`config.mk`:
```
export PLATFORM = sky130hd
export DESIGN_NAME = lte_scrambler
export DESIGN_NICKNAME = d
export VERILOG_FILES = /design/src/rtl/lte_scr_pkg.sv /design/src/rtl/lte_scrambler_gold.sv /design/src/rtl/lte_scrambler.sv
export SDC_FILE = /design/constraint.sdc
export NUM_CORES = 1
export LEC_CHECK = 0
export BUFFER_PORTS_ARGS = -buffer_cell sky130_fd_sc_hd__buf_2
export CAP_MARGIN = 10
export CORE_MARGIN = 2
export CORE_UTILIZATION = 51
export CTS_BUF_LIST = sky130_fd_sc_hd__clkbuf_4 sky130_fd_sc_hd__clkbuf_8
export CTS_CLUSTER_DIAMETER = 60
export DETAILED_ROUTE_END_ITERATION = 12
export PLACE_DENSITY = 0.7
export SYNTH_ARGS = -nofsm -noshare
export SYNTH_HDL_FRONTEND = slang
export SYNTH_HIERARCHICAL = 1
export SYNTH_SLANG_ARGS = --single-unit
```
`constraint.sdc`:
```
create_clock -name clk -period 2.99 [get_ports clk]
set_clock_uncertainty 0.15 [all_clocks]
set_input_delay 0.598 -clock clk [delete_from_list [all_inputs] [get_ports clk]]
set_output_delay 0.598 -clock clk [all_outputs]
set_load 0.1 [all_outputs]
```
`src/rtl/lte_scr_pkg.sv`:
```
// ----------------------------------------------------------------------------
// Module   : lte_scr_pkg
// Purpose  : Shared types and constants for the LTE PDSCH bit scrambler.
// Revision : 1.0 - initial release
// ----------------------------------------------------------------------------
`timescale 1ns/1ps
`default_nettype none

package lte_scr_pkg;

    typedef enum logic [1:0] {
        IDLE = 2'd0,
        WARM = 2'd1,
        RUN  = 2'd2,
        DONE = 2'd3
    } state_t;

    localparam logic [30:0] X1_SEED    = 31'h0000_0001;
    localparam int          NC_DEFAULT = 1600;

    // Feedback taps as masks: x1 uses n and n+3, x2 uses n..n+3.
    localparam logic [30:0] X1_TAPS = 31'h0000_0009;
    localparam logic [30:0] X2_TAPS = 31'h0000_000F;

endpackage

`default_nettype wire

```
`src/rtl/lte_scrambler_gold.sv`:
```
// ----------------------------------------------------------------------------
// Module   : gold_lfsr
// Purpose  : Pair of 31-bit LFSRs producing the length-31 Gold sequence c(n).
// Revision : 1.0 - initial release
// ----------------------------------------------------------------------------
`timescale 1ns/1ps
`default_nettype none

module gold_lfsr (
    input  logic        clk,
    input  logic        rst,
    input  logic        load,
    input  logic [30:0] seed_x2,
    input  logic        adv,
    output logic        c
);
    import lte_scr_pkg::*;

    logic [30:0] r_x1;
    logic [30:0] r_x2;

    // Right shift; the XOR of the tapped bits enters at position 30.
    always_ff @(posedge clk or posedge rst) begin
        if (rst) begin
            r_x1 <= '0;
            r_x2 <= '0;
        end else if (load) begin
            r_x1 <= X1_SEED;
            r_x2 <= seed_x2;
        end else if (adv) begin
            r_x1 <= {^(r_x1 & X1_TAPS), r_x1[30:1]};
            r_x2 <= {^(r_x2 & X2_TAPS), r_x2[30:1]};
        end
    end

    assign c = r_x1[0] ^ r_x2[0];

endmodule

`default_nettype wire

```
`src/rtl/lte_scrambler.sv`:
```
// ----------------------------------------------------------------------------
// Module   : lte_scrambler
// Purpose  : Serial LTE PDSCH scrambler, f_k = e_k ^ c(n) over one codeword.
// Revision : 1.0 - initial release
// ----------------------------------------------------------------------------
`timescale 1ns/1ps
`default_nettype none

module lte_scrambler
    import lte_scr_pkg::*;
#(
    parameter int NC  = NC_DEFAULT,
    parameter int G_W = 12
) (
    input  logic           clk,
    input  logic           rst,
    input  logic           en,
    input  logic [30:0]    c_init,
    input  logic [G_W-1:0] G,
    input  logic           e_k,
    input  logic           e_valid,
    output logic           in_ready,
    output logic           f_k,
    output logic           f_valid,
    output logic           busy,
    output logic           done
);

    localparam int c_warm_w = (NC > 0) ? $clog2(NC + 1) : 1;
    localparam logic [c_warm_w-1:0] c_warm_last = (NC > 0) ? c_warm_w'(NC - 1) : '0;

    state_t              r_state;
    state_t              w_next_state;
    logic [G_W-1:0]      r_g;
    logic [G_W-1:0]      r_bit_cnt;
    logic [c_warm_w-1:0] r_warm_cnt;
    logic                r_in_ready;
    logic                r_f_k;
    logic                r_f_valid;
    logic                r_busy;
    logic                r_done;
    logic                w_load;
    logic                w_adv;
    logic                w_accept;
    logic                w_last;
    logic                w_c;

    gold_lfsr u_gold (
        .clk     (clk),
        .rst     (rst),
        .load    (w_load),
        .seed_x2 (c_init),
        .adv     (w_adv),
        .c       (w_c)
    );

    // r_in_ready is only ever set while in RUN, so it doubles as the RUN qualifier.
    assign w_accept = e_valid && r_in_ready;
    assign w_last   = w_accept && (r_bit_cnt == (r_g - G_W'(1)));

    always_comb begin
        w_next_state = r_state;
        w_load       = 1'b0;
        w_adv        = 1'b0;
        case (r_state)
            IDLE: begin
                if (en) begin
                    w_load = 1'b1;
                    if (G == '0)
                        w_next_state = DONE;
                    else if (NC == 0)
                        w_next_state = RUN;
                    else
                        w_next_state = WARM;
                end
            end
            WARM: begin
                w_adv = 1'b1;
                if (r_warm_cnt == c_warm_last)
                    w_next_state = RUN;
            end
            RUN: begin
                w_adv = w_accept;
                if (w_last)
                    w_next_state = DONE;
            end
            DONE:    w_next_state = IDLE;
            default: w_next_state = IDLE;
        endcase
    end

    always_ff @(posedge clk or posedge rst) begin
        if (rst) begin
            r_state    <= IDLE;
            r_g        <= '0;
            r_bit_cnt  <= '0;
            r_warm_cnt <= '0;
            r_in_ready <= 1'b0;
            r_f_k      <= 1'b0;
            r_f_valid  <= 1'b0;
            r_busy     <= 1'b0;
            r_done     <= 1'b0;
        end else begin
            r_state    <= w_next_state;
            r_in_ready <= (w_next_state == RUN);
            r_busy     <= (w_next_state != IDLE);
            r_done     <= (w_next_state == DONE);
            r_f_valid  <= w_accept;
            if (w_accept)
                r_f_k <= e_k ^ w_c;
            if (w_load) begin
                r_g        <= G;
                r_bit_cnt  <= '0;
                r_warm_cnt <= '0;
            end else begin
                if (r_state == WARM)
                    r_warm_cnt <= r_warm_cnt + 1'b1;
                if (w_accept)
                    r_bit_cnt <= r_bit_cnt + 1'b1;
            end
        end
    end

    assign in_ready = r_in_ready;
    assign f_k      = r_f_k;
    assign f_valid  = r_f_valid;
    assign busy     = r_busy;
    assign done     = r_done;

endmodule

`default_nettype wire

```
# Word-level counts from Yosys, hierarchy flattened
# Cells that the tools add are included.
# word_totals
register_bits,104
latch_bits,0
ram_bits,0
rom_bits,0
input_bits,48
out_inout_bits,5
memories,0
# op_classes
n_addsub,3
mul,0
n_div,0
n_lt_le_gt_ge,0
n_eq_ne,7
shifts,0
n_mux,16
n_bitwise,2
reduce_logical,10
# ops
cell,count
two-way mux 31 bit,4
XOR reduction 31 bit,2
two-way mux 12 bit,2
two-way mux 11 bit,2
"adder 12 x 1 -> 12 bit, second input constant",1
== test 12 bit,1
zero test 12 bit,1
"subtractor 12 x 1 -> 12 bit, second input constant",1
"adder 11 x 1 -> 11 bit, second input constant",1
"== test 11 bit, second input constant",1
"== test 2 bit, second input constant",4
two-way mux 2 bit,4
case mux 2 bit (4 select lines),1
nonzero test 2 bit,4
"== test 2 x 1 -> 1 bit, second input constant",1
logical AND 1 bit,2
zero test 2 bit,1
two-way mux 1 bit,2
case mux 1 bit (2 select lines),1
XOR 1 bit,2

# Logic depth before layout (Yosys ltp)
# Gate-level depths: netlist (run 1).
# depth
ltp_word,6
ltp_mapped,10
depth_no_buf,9

# Hierarchy
# Netlist (run 1), hierarchy kept.
# by_module_without_submodules
mod,n_inst,cells_each,area_per_inst_um2,seq_area_each_um2
gold_lfsr,1,241,2736.4,1551.5
lte_scrambler,1,239,2376.0,1051.0

# Worst setup path before layout (run 1)
# OpenSTA, ideal clock, no wires.
# synth_timing
kind,register -> register
startpoint,"register r_in_ready, in the netlist in_ready"
endpoint,register r_bit_cnt[11]
arrival_time_ns,2.085
required_ns,2.705
path_slack_ns,0.620
stages_incl_launch_ff,8
path_buffers,1
synth_period_minus_slack_ns,2.370
path_cell_list,dfrtp_1 -> and2_1 -> clkbuf_1 -> nand4_1 -> nor2_1 -> nand3_1 -> xor2_1 -> nor2_1
# synth_between
elab_chain_len,2
# synth_lines
item,line_no,rtl
"start, declared",lte_scrambler.sv:37,logic r_in_ready;
"start signal, assigned",lte_scrambler.sv:105,r_in_ready <= (w_next_state == RUN);
logical AND 1 bit,lte_scrambler.sv:58,assign w_accept = e_valid && r_in_ready;
via w_accept,lte_scrambler.sv:44,logic w_accept;
nonzero test 2 bit (no line),n/a,
"end signal, assigned",lte_scrambler.sv:119,r_bit_cnt <= r_bit_cnt + 1'b1;
"end, declared",lte_scrambler.sv:35,logic [G_W-1:0] r_bit_cnt;
# The timed path passes the listed nets, and every way through them passes these cells.
# A chain may end at the register's enable or synchronous reset.

# Worst setup path after layout (run 1)
# layout_timing
startpoint,register r_g[4]
endpoint,"register r_in_ready, in the netlist in_ready"
# layout_between
elab_chain_len,6
# layout_lines
item,line_no,rtl
"start, declared",lte_scrambler.sv:34,logic [G_W-1:0] r_g;
"start signal, assigned",lte_scrambler.sv:95,r_g <= '0;
"start signal, assigned",lte_scrambler.sv:112,r_g <= G;
subtractor 12 x 1 -> 12 bit,lte_scrambler.sv:59,assign w_last = w_accept && (r_bit_cnt == (r_g - G_W'(1)));
== test 12 bit,lte_scrambler.sv:59,
logical AND 1 bit,lte_scrambler.sv:59,
two-way mux 2 bit,lte_scrambler.sv:84,if (w_last)
case mux 2 bit (4 select lines),lte_scrambler.sv:65,case (r_state)
via w_next_state[0],lte_scrambler.sv:33,state_t w_next_state;
== test 2 bit,lte_scrambler.sv:105,
# The timed path passes the listed nets, and every way through them passes these cells.

==> results of run 1 <==
[path summary, 6_finish.rpt]
check / to / slack [ns] / from / depth (start not counted)
worst max register to register: in_ready / 0.53 / r_g[4] / 7
worst min register to register: u_gold/r_x1[0] / 0.35 / u_gold/r_x1[1] / 1
worst min-delay path: u_gold/r_x2[15] / 0.28 / c_init[15] / 3
worst max-delay path: in_ready / 0.53 / r_g[4] / 7
min in group asynchronous: f_valid / 0.48 / rst / 3
max in group asynchronous: u_gold/r_x2[14] / 1.42 / rst / 4
[what timing repair did]
item,CTS,global route
hold buffers,1,0
endpoints found under the hold margin,2,0
setup buffers,0,0
resized for setup,0,0
[logic make-up (layout without fill, tap and decap cells)]
logic type,after synthesis,after routing,synth area share
AND/OR/NAND/NOR,163,163,0.150
flip-flops,104,104,0.509
multiplexers,72,72,0.143
AO/OA/AOI/OAI,54,54,0.0656
XOR/XNOR,41,41,0.0717
buffers and inverters,38,87,0.0409
adder cells (fa/ha/maj),8,8,0.0196
[per-layer routing]
metal  up-vias  wire length (um)  track usage  part of all wire
met5         -                 0            0                 0
met4         0               113       0.0521             0.012
met3        10               416       0.0439             0.044
met2        72              4560        0.308              0.48
met1      1648              4350        0.247              0.46
li1       1725                 -            -                 -
[critical path, stage by stage, from the launching register on]
cell	delay, ns
dfrtp_1	0.52
or4_4	0.61
or4_1	0.52
mux2i_1	0.15
a211o_1	0.16
o221ai_2	0.12
inv_2	0.09
nor2_2	0.03
[state kept, by name (all words and copies together), names as in the netlist]
signal       cells
busy             1
done             1
f_k              1
f_valid          1
in_ready         1
r_bit_cnt       12
r_g             12
r_state          2
r_warm_cnt      11
u_gold/r_x1     31
u_gold/r_x2     31
[power by group through the flow]
stage	Combinational [mW]	Sequential, mW	Clock [mW]
3_3_place_gp	1.77	2.07	0
5_1_grt	2.00	2.12	0.959
3_5_place_dp	1.82	2.09	0
6_report	1.81	2.06	0.870
4_1_cts	1.83	2.06	0.897
2_1_floorplan	1.35	2.18	0
[metrics by stage]
| stage | utilization | hold slack [ns] |
|---|---|---|
| floorplan | - | 0.308 |
| global placement | 0.562 | 0.322 |
| detailed placement | 0.562 | 0.326 |
| CTS | 0.583 | 0.269 |
| global route | 0.583 | 0.265 |
| finish | 0.583 | 0.280 |
[synth_stat cells, types with 4 or more instances]
library cell / count
nor4_1: 4
nand2_1: 42
inv_1: 8
nor3b_1: 4
o21ai_1: 32
mux2_1: 9
dfrtp_1: 104
clkbuf_1: 10
nor3_1: 4
xnor2_1: 18
buf_2: 7
a21oi_1: 5
buf_6: 7
nor2_1: 65
and3_1: 6
xor2_1: 22
nand3_1: 8
ha_1: 8
nand4_1: 10
mux2i_1: 62
[final cells by class]
type | instances | area [um2] | area share
Sequential cell | 104 | 2600 | 0.456
Inverter | 9 | 33.8 | 0.00592
Multi-Input combinational cell | 338 | 2310 | 0.406
Timing Repair Buffer | 62 | 388 | 0.0680
Tap cell | 133 | 166 | 0.0292
Clock inverter | 6 | 58.8 | 0.0103
Clock buffer | 10 | 138 | 0.0241
==> results.sh, run 1 <==
export IMPL_p_per_area_mw_per_mm2=832
export IMPL_grt_pass1_vias=3571
export IMPL_dr_pass1_iters=4
export IMPL_grt_overflow=0
export IMPL_synth_distinct_cells=51
export IMPL_finalInstanceArea_mm2=0.00570
export IMPL_ys_warn_count=6
export IMPL_synth_area_leaders="dfrtp_1 (51%), mux2i_1 (12%), nor2_1 (4.8%)"
export IMPL_vias_per_cell=5.22
export IMPL_setup_slack_ns=0.534
export IMPL_post_route_drc_count=0
export IMPL_num_io_pins=53
export IMPL_dp_cells=645
export IMPL_cts_sinks=104
export IMPL_synthCells=480
export IMPL_drv_cap=0
export IMPL_slew_violations=0
export IMPL_layout_commonest_cell="dfrtp_1"
export IMPL_relSlewSlack=0.595
export IMPL_hold_violations=0
export IMPL_cts_htree_levels=3
export IMPL_hold_path_class="input port to flop"
export IMPL_fin_tns_setup_ns=0
export IMPL_tightest_slew_ns=0.608
export IMPL_ant_nets=0
export IMPL_place_hpwl_um=6640
export IMPL_cp_start_kind="flop"
export IMPL_layout_drive_gt1_share=0.168
export IMPL_rsz0062_at_grt="false"
export IMPL_fp_dieW_um=104
export IMPL_synth_top_area_frac=0.509
export IMPL_syn_area_mm2=0.00511
export IMPL_p_int_mw=2.87
export IMPL_gp_congestion=0.850
export IMPL_finalCriticalPeriod_ns=2.46
export IMPL_core_rowCount=36
export IMPL_cp_required_ns=3.10
export IMPL_clockBufferDepth=2
export IMPL_seqPwrFrac=0.435
export IMPL_cts_made_buffers=9
export IMPL_syn_mean_instance_area_um2=10.7
export IMPL_initial_core_util=0.523
export IMPL_core_area_mm2=0.00977
export IMPL_setup_viol=0
export IMPL_synth_top_area_cell="dfrtp_1"
export IMPL_num_vias=3455
export IMPL_grt_max_degree=53
export IMPL_synth_edf_count=0
export IMPL_peakVddDrop_mv=0.494
export IMPL_ys_ff_latch=104
export IMPL_leakagePower_nw=2.50
export IMPL_drt_iter0_markers=247
export IMPL_post_route_period_util=0.821
export IMPL_p_total_mw=4.75
export IMPL_area_delta_synth_final_pct=11.5
export IMPL_crit_arrival_ns=2.57
export IMPL_cts_clk_slew_worst_paths_ns=0.11
export IMPL_grt_antenna_before_repair=0
export IMPL_synthArstFlopShare=1.00
export IMPL_grt_use_total=0.186
export IMPL_final_cell_mix="dfrtp_1 (104), nor2_1 (65), mux2i_1 (62)"
export IMPL_switching_share=0.395
export IMPL_placed_area_mm2=0.00550
export IMPL_path_class="flop to flop"
export IMPL_synth_yosys_seq_area_share=0.509
export IMPL_fillers=846
export IMPL_place_ws_ns=0.549
export IMPL_io_buffers=52
export IMPL_cp_max_fo=12
export IMPL_final_cells=662
export IMPL_p_switching_mw=1.88
export IMPL_dieArea_mm2=0.0108
export IMPL_status="complete, no violations"
export IMPL_synth_fp_nets=536
export IMPL_p_comb_frac=0.382
export IMPL_num_antenna_cells=0
export IMPL_cts_tree="built"
export IMPL_synth_top_flop_cell="dfrtp_1"
export IMPL_grt_pass1_wl_um=16500
export IMPL_end_kind="flop"
export IMPL_clkPwrFrac=0.183
export IMPL_ctsRootBufferMaster="clkbuf_8"
export IMPL_fmax_mhz=407
export IMPL_routed_wl_um=9440
export IMPL_nets=580
export IMPL_clk_latency_ns=0.37
export IMPL_chipHeight_um=104
export IMPL_wire_per_inst_um=14.3
(Power assumes the default switching activity.)
==> run 2, diff against run 1 <==
--- a/config.mk
+++ b/config.mk
@@ -12,7 +12,7 @@
 export CTS_BUF_LIST = sky130_fd_sc_hd__clkbuf_4 sky130_fd_sc_hd__clkbuf_8
 export CTS_CLUSTER_DIAMETER = 60
 export DETAILED_ROUTE_END_ITERATION = 12
-export PLACE_DENSITY = 0.7
+export PLACE_DENSITY = 0.72
 export SYNTH_ARGS = -nofsm -noshare
 export SYNTH_HDL_FRONTEND = slang
 export SYNTH_HIERARCHICAL = 1
==> constraint.sdc (replaced) <==
create_clock -name clk -period 2.19 [get_ports clk]
set_clock_uncertainty 0.15 [all_clocks]
set_input_delay 0.438 -clock clk [delete_from_list [all_inputs] [get_ports clk]]
set_output_delay 0.438 -clock clk [all_outputs]
set_load 0.1 [all_outputs]
==> results.sh, run 2 (synthesized netlist as in run 1, its figures left out) <==
export IMPL_status="finished, violations left"
export IMPL_violations="setup timing"
export IMPL_whs_path_depth=3
export IMPL_initial_core_util=0.523
export IMPL_post_route_period_util=1.03
export IMPL_clk_latency_ns=0.37
export IMPL_r2r_start="r_g[0]"
export IMPL_cts_made_buffers=9
export IMPL_dr_pass1_iters=4
export IMPL_grt_pass1_wl_um=16700
export IMPL_leakagePower_nw=2.62
export IMPL_post_route_drc_count=0
export IMPL_clockBufferDepth=2
export IMPL_finalInstanceArea_mm2=0.00594
export IMPL_path_cells="inv_2, ha_4, or3b_4, a211oi_2, mux2i_1, a211o_1, o221ai_2, inv_2, nor2_2"
export IMPL_top_regs="u_gold/r_x1 x31, u_gold/r_x2 x31"
export IMPL_multiInputGateArea_mm2=0.00237
export IMPL_cp_max_fo=4
export IMPL_wire_per_inst_um=14.0
export IMPL_critPathSlowestCell="dfrtp_1"
export IMPL_r2r_setup_slack_ns=-0.07
export IMPL_vias_per_cell=5.19
export IMPL_core_rowCount=36
export IMPL_grt_pass1_vias=3656
export IMPL_setup_viol=4
export IMPL_path_class="flop to flop"
export IMPL_p_per_area_mw_per_mm2=1160
export IMPL_min_from="c_init[6]"
export IMPL_layout_commonest_cell="dfrtp_1"
export IMPL_final_cell_mix="dfrtp_1 (103), nor2_1 (65), mux2i_1 (61)"
export IMPL_ff_latch_area_mm2=0.00260
export IMPL_num_antenna_cells=0
export IMPL_drv_cap=0
export IMPL_placed_area_mm2=0.00563
export IMPL_cp_common_cell="inv_2"
export IMPL_min_to="u_gold/r_x2[6]"
export IMPL_max_stage_delay_ns=0.44
export IMPL_rsz0062_at_grt="true"
export IMPL_chipHeight_um=104
export IMPL_grt_use_total=0.189
export IMPL_gp_congestion=0.809
export IMPL_area_delta_synth_final_pct=16.2
export IMPL_cts_htree_levels=3
export IMPL_hold_violations=0
export IMPL_setup_slack_ns=-0.0734
export IMPL_fp_dieW_um=104
export IMPL_routed_wl_um=9580
export IMPL_place_hpwl_um=6630
export IMPL_fmax_mhz=442
export IMPL_layout_drive_gt1_share=0.227
export IMPL_cp_buffers_inverters=2
export IMPL_tightest_slew_ns=0.528
export IMPL_peakVddDrop_mv=0.786
export IMPL_crit_arrival_ns=2.42
export IMPL_num_io_pins=53
export IMPL_ant_nets=0
export IMPL_cp_required_ns=2.34
export IMPL_slew_violations=0
export IMPL_cts_sinks=104
export IMPL_fillers=842
export IMPL_holdWs_ns=0.116
export IMPL_grt_max_degree=45
export IMPL_cts_clk_slew_worst_paths_ns=0.11
export IMPL_cp_start_kind="flop"
export IMPL_final_util=0.608
export IMPL_finalCriticalPeriod_ns=2.26
export IMPL_cts_tree="built"
export IMPL_worstRegToRegCells=9
export IMPL_ctsRootBufferMaster="clkbuf_8"
export IMPL_num_vias=3552
export IMPL_grt_overflow=0
export IMPL_core_area_mm2=0.00977
export IMPL_path_delay_family="compound AO/OA/AOI/OAI gates"
export IMPL_hold_path_class="input port to flop"
export IMPL_end_kind="flop"
export IMPL_io_buffers=52
export IMPL_grt_antenna_before_repair=0
export IMPL_dieArea_mm2=0.0108
export IMPL_nets=602
export IMPL_relSlewSlack=0.648
export IMPL_reg2reg_to="in_ready"
export IMPL_drt_iter0_markers=124
[run 2: cell count changes in the layout (fill, tap and decap cells not counted), moves of 2 or more]
cell and delta:
buf_4 +20, inv_2 +3, ha_1 -2, inv_1 -3
[run 2: what timing repair did]
action | CTS | global route
pin swaps | 5 | 8
setup endpoints to repair | 4 | 52
gates cloned | 0 | 0
setup buffers | 2 | 3
hold buffers | 1 | 0
gates resized for setup | 5 | 10
endpoints found under the hold margin | 8 | 0
[run 2: routing by layer]
| metal | vias up | global-route usage | wire length, um |
|---|---|---|---|
| met4 | 0 | 0.0685 | 139 |
| met1 | 1706 | 0.241 | 4410 |
| li1 | 1771 | - | - |
| met2 | 62 | 0.317 | 4700 |
| met3 | 13 | 0.0439 | 333 |
| met5 | - | 0 | 0 |
[run 2: worst min-delay path, delay by kind of cell]
kind            cells  cell delay, ns
simple gates        1            0.04
buf+inv             1            0.07
compound gates      1            0.06
[run 2: per-stage QoR]
step	setup TNS [ns]	power, mW	instances	worst slack [ns]
floorplan	-0.0588	4.83	480	-0.0588
global placement	-0.125	5.46	663	-0.0554
detailed placement	-0.372	5.56	663	-0.137
CTS	-0.197	6.81	682	-0.0720
global route	-0.490	7.39	684	-0.139
finish	-0.205	6.88	684	-0.0734
[run 2: how the worst max path moves through the flow]
stage | endpoint | start | slack, ns | cells past startpoint
final | in_ready | r_g[0] | -0.07 | 9
after global routing | busy | r_g[1] | -0.14 | 8
after CTS | in_ready | r_g[0] | -0.07 | 9
after detailed placement | in_ready | r_g[0] | -0.14 | 7
after global placement | in_ready | r_g[0] | -0.06 | 7
after floorplan | in_ready | r_g[5] | -0.06 | 8
[run 2: area by class of cell]
cell class / count / area share
Clock buffer: 10 / 0.0232
Clock inverter: 6 / 0.00969
Inverter: 9 / 0.00569
Multi-Input combinational cell: 338 / 0.399
Sequential cell: 104 / 0.438
Tap cell: 133 / 0.0280
Timing Repair Buffer: 84 / 0.0965
[run 2: power by group]
part / total, mW / leakage (nW) / internal (mW) / switching (mW)
registers: 2.73 / 1.36 / 2.41 / 0.329
clock network: 1.18 / 0.0949 / 0.473 / 0.707
logic: 2.97 / 1.16 / 1.31 / 1.66
total: 6.88 / 2.62 / 4.19 / 2.69
==> run 3, diff against run 2 <==
--- a/config.mk
+++ b/config.mk
@@ -7,12 +7,15 @@
 export LEC_CHECK = 0
 export BUFFER_PORTS_ARGS = -buffer_cell sky130_fd_sc_hd__buf_2
 export CAP_MARGIN = 10
+export CELL_PAD_IN_SITES_DETAIL_PLACEMENT = 0
+export CELL_PAD_IN_SITES_GLOBAL_PLACEMENT = 1
 export CORE_MARGIN = 2
-export CORE_UTILIZATION = 51
+export CORE_UTILIZATION = 44
 export CTS_BUF_LIST = sky130_fd_sc_hd__clkbuf_4 sky130_fd_sc_hd__clkbuf_8
 export CTS_CLUSTER_DIAMETER = 60
 export DETAILED_ROUTE_END_ITERATION = 12
-export PLACE_DENSITY = 0.72
+export GPL_TIMING_DRIVEN = 0
+export PLACE_DENSITY = 0.78
 export SYNTH_ARGS = -nofsm -noshare
 export SYNTH_HDL_FRONTEND = slang
 export SYNTH_HIERARCHICAL = 1
==> constraint.sdc (replaced) <==
create_clock -name clk -period 1.95 [get_ports clk]
set_clock_uncertainty 0.15 [all_clocks]
set_input_delay 0.39 -clock clk [delete_from_list [all_inputs] [get_ports clk]]
set_output_delay 0.39 -clock clk [all_outputs]
set_load 0.1 [all_outputs]
==> results.sh, run 3 (synthesized netlist as in run 1, its figures left out) <==
export IMPL_critPathSlowestCell="or4_4"
export IMPL_relSlewSlack=0.401
export IMPL_max_stage_delay_ns=0.56
export IMPL_dr_pass1_iters=4
export IMPL_p_comb_frac=0.450
export IMPL_p_switching_mw=3.20
export IMPL_p_int_mw=5.12
export IMPL_grt_busiest_layer="met2"
export IMPL_grtUsageMet1=0.232
export IMPL_tightest_slew_ns=0.898
export IMPL_io_buffers=52
export IMPL_leakagePower_nw=2.79
export IMPL_post_route_drc_count=0
export IMPL_path_class="flop to flop"
export IMPL_peakVddDrop_mv=0.954
export IMPL_hold_violations=0
export IMPL_core_rowCount=39
export IMPL_hold_path_class="input port to flop"
export IMPL_gp_congestion=0.827
export IMPL_end_kind="flop"
export IMPL_nets=629
export IMPL_cts_made_buffers=9
export IMPL_ctsRootBufferMaster="clkbuf_8"
export IMPL_p_total_mw=8.31
export IMPL_fp_dieW_um=112
export IMPL_clkPwrFrac=0.170
export IMPL_cts_sinks=104
export IMPL_clk_latency_ns=0.39
export IMPL_num_antenna_cells=0
export IMPL_r2r_setup_slack_ns=-0.40
export IMPL_wire_per_inst_um=15.0
export IMPL_vias_per_cell=5.16
export IMPL_min_to="u_gold/r_x2[4]"
export IMPL_setup_viol=10
export IMPL_chipHeight_um=112
export IMPL_grt_max_degree=43
export IMPL_setup_slack_ns=-0.396
export IMPL_grt_pass1_vias=3804
export IMPL_initial_core_util=0.450
export IMPL_path_cells="or4_4, or4_1, mux2i_1, a211o_1, o221ai_4, inv_2, nor2_2"
export IMPL_top_regs="u_gold/r_x1 x31, u_gold/r_x2 x31"
export IMPL_violations="setup timing"
export IMPL_slew_violations=0
export IMPL_finalCriticalPeriod_ns=2.35
export IMPL_fillers=1000
export IMPL_fin_tns_setup_ns=-1.57
export IMPL_grt_use_met3=0.0430
export IMPL_reg2reg_to="in_ready"
export IMPL_ant_nets=0
export IMPL_place_hpwl_um=7220
export IMPL_grt_use_total=0.185
export IMPL_switching_share=0.384
export IMPL_cts_htree_levels=3
export IMPL_rsz0062_at_grt="true"
export IMPL_core_area_mm2=0.0114
export IMPL_dp_cells=676
export IMPL_num_io_pins=53
export IMPL_cts_clk_slew_worst_paths_ns=0.10
export IMPL_grt_util_met2=0.314
export IMPL_clockBufferDepth=2
export IMPL_grt_pass1_wl_um=18400
export IMPL_fmax_mhz=426
export IMPL_cp_required_ns=2.09
export IMPL_cp_max_fo=3
export IMPL_worstRegToRegCells=7
export IMPL_final_cells=721
export IMPL_cp_start_kind="flop"
export IMPL_grt_overflow=0
export IMPL_cts_tree="built"
export IMPL_holdWs_ns=0.0491
export IMPL_p_per_area_mw_per_mm2=1310
export IMPL_area_delta_synth_final_pct=24.3
export IMPL_dieArea_mm2=0.0125
export IMPL_routed_wl_um=10800
export IMPL_min_from="c_init[4]"
export IMPL_drv_cap=0
export IMPL_status="finished, violations left"
export IMPL_post_route_period_util=1.20
export IMPL_num_vias=3721
export IMPL_r2r_start="r_g[5]"
export IMPL_crit_arrival_ns=2.49
export IMPL_layout_drive_gt1_share=0.279
export IMPL_drt_iter0_markers=193
export IMPL_whs_path_depth=3
export IMPL_layout_commonest_cell="dfrtp_1"
export IMPL_grt_antenna_before_repair=0
export IMPL_final_cell_mix="dfrtp_1 (100), nor2_1 (61), mux2i_1 (58)"
export IMPL_seqPwrFrac=0.380
## run 3: area by class of cell
cell class / instances / area (um2) / share of cell area
sequential: 104 / 2610 / 0.411
multi-input combinational: 338 / 2420 / 0.382
timing repair buffer: 86 / 646 / 0.102
buffer: 25 / 255 / 0.0402
tap: 143 / 179 / 0.0282
clock buffer: 9 / 124 / 0.0195
clock inverter: 7 / 78.8 / 0.0124
inverter: 9 / 37.5 / 0.00591
## run 3: power by group through the flow
stage	registers, mW	logic (mW)	clock network (mW)
2_1_floorplan	3.35	2.09	0
3_3_place_gp	3.16	2.84	0
3_5_place_dp	3.17	2.93	0
4_1_cts	3.14	3.76	1.46
5_1_grt	3.23	4.06	1.53
6_report	3.16	3.74	1.41
## run 3: worst max-delay path: cells and delay by family (launching register included)
kind | cells | cell delay [ns]
compound gates | 2 | 0.33
buf+inv | 1 | 0.11
flops | 1 | 0.41
mux | 1 | 0.15
simple gates | 3 | 1.12
## run 3: worst max path at each step
stage | slack, ns | start | cells after the start | end
6_report | -0.40 | r_g[5] | 7 | in_ready
5_1_grt | -0.47 | r_g[5] | 7 | in_ready
4_1_cts | -0.47 | r_g[5] | 8 | in_ready
3_5_place_dp | -0.51 | r_g[0] | 9 | in_ready
3_3_place_gp | -0.44 | r_g[0] | 8 | busy
2_1_floorplan | -0.30 | r_g[5] | 8 | in_ready
## run 3: layer usage
| metal | up-vias | share of wire | wire length (um) |
|---|---|---|---|
| li1 | 1832 | - | - |
| met1 | 1797 | 0.46 | 5000 |
| met2 | 75 | 0.48 | 5230 |
| met3 | 17 | 0.037 | 399 |
| met4 | 0 | 0.017 | 181 |
| met5 | - | 0 | 0 |
## run 3: metrics by stage
step           setup WS [ns]  utilization  instance area (um2)
2_1_floorplan         -0.298            -                 5130
3_3_place_gp          -0.442        0.490                 5570
3_5_place_dp          -0.507        0.491                 5590
4_1_cts               -0.470        0.562                 6390
5_1_grt               -0.465        0.559                 6350
6_report              -0.396        0.559                 6350
## run 3: repair_timing
action                                 in CTS  in global routing
buffers inserted                           22                 12
pin swaps                                  10                 15
hold buffers                                1                  0
resized for setup                          68                 19
setup endpoints to repair                  71                 89
endpoints found under the hold margin      22                  0
gates cloned                                6                  0
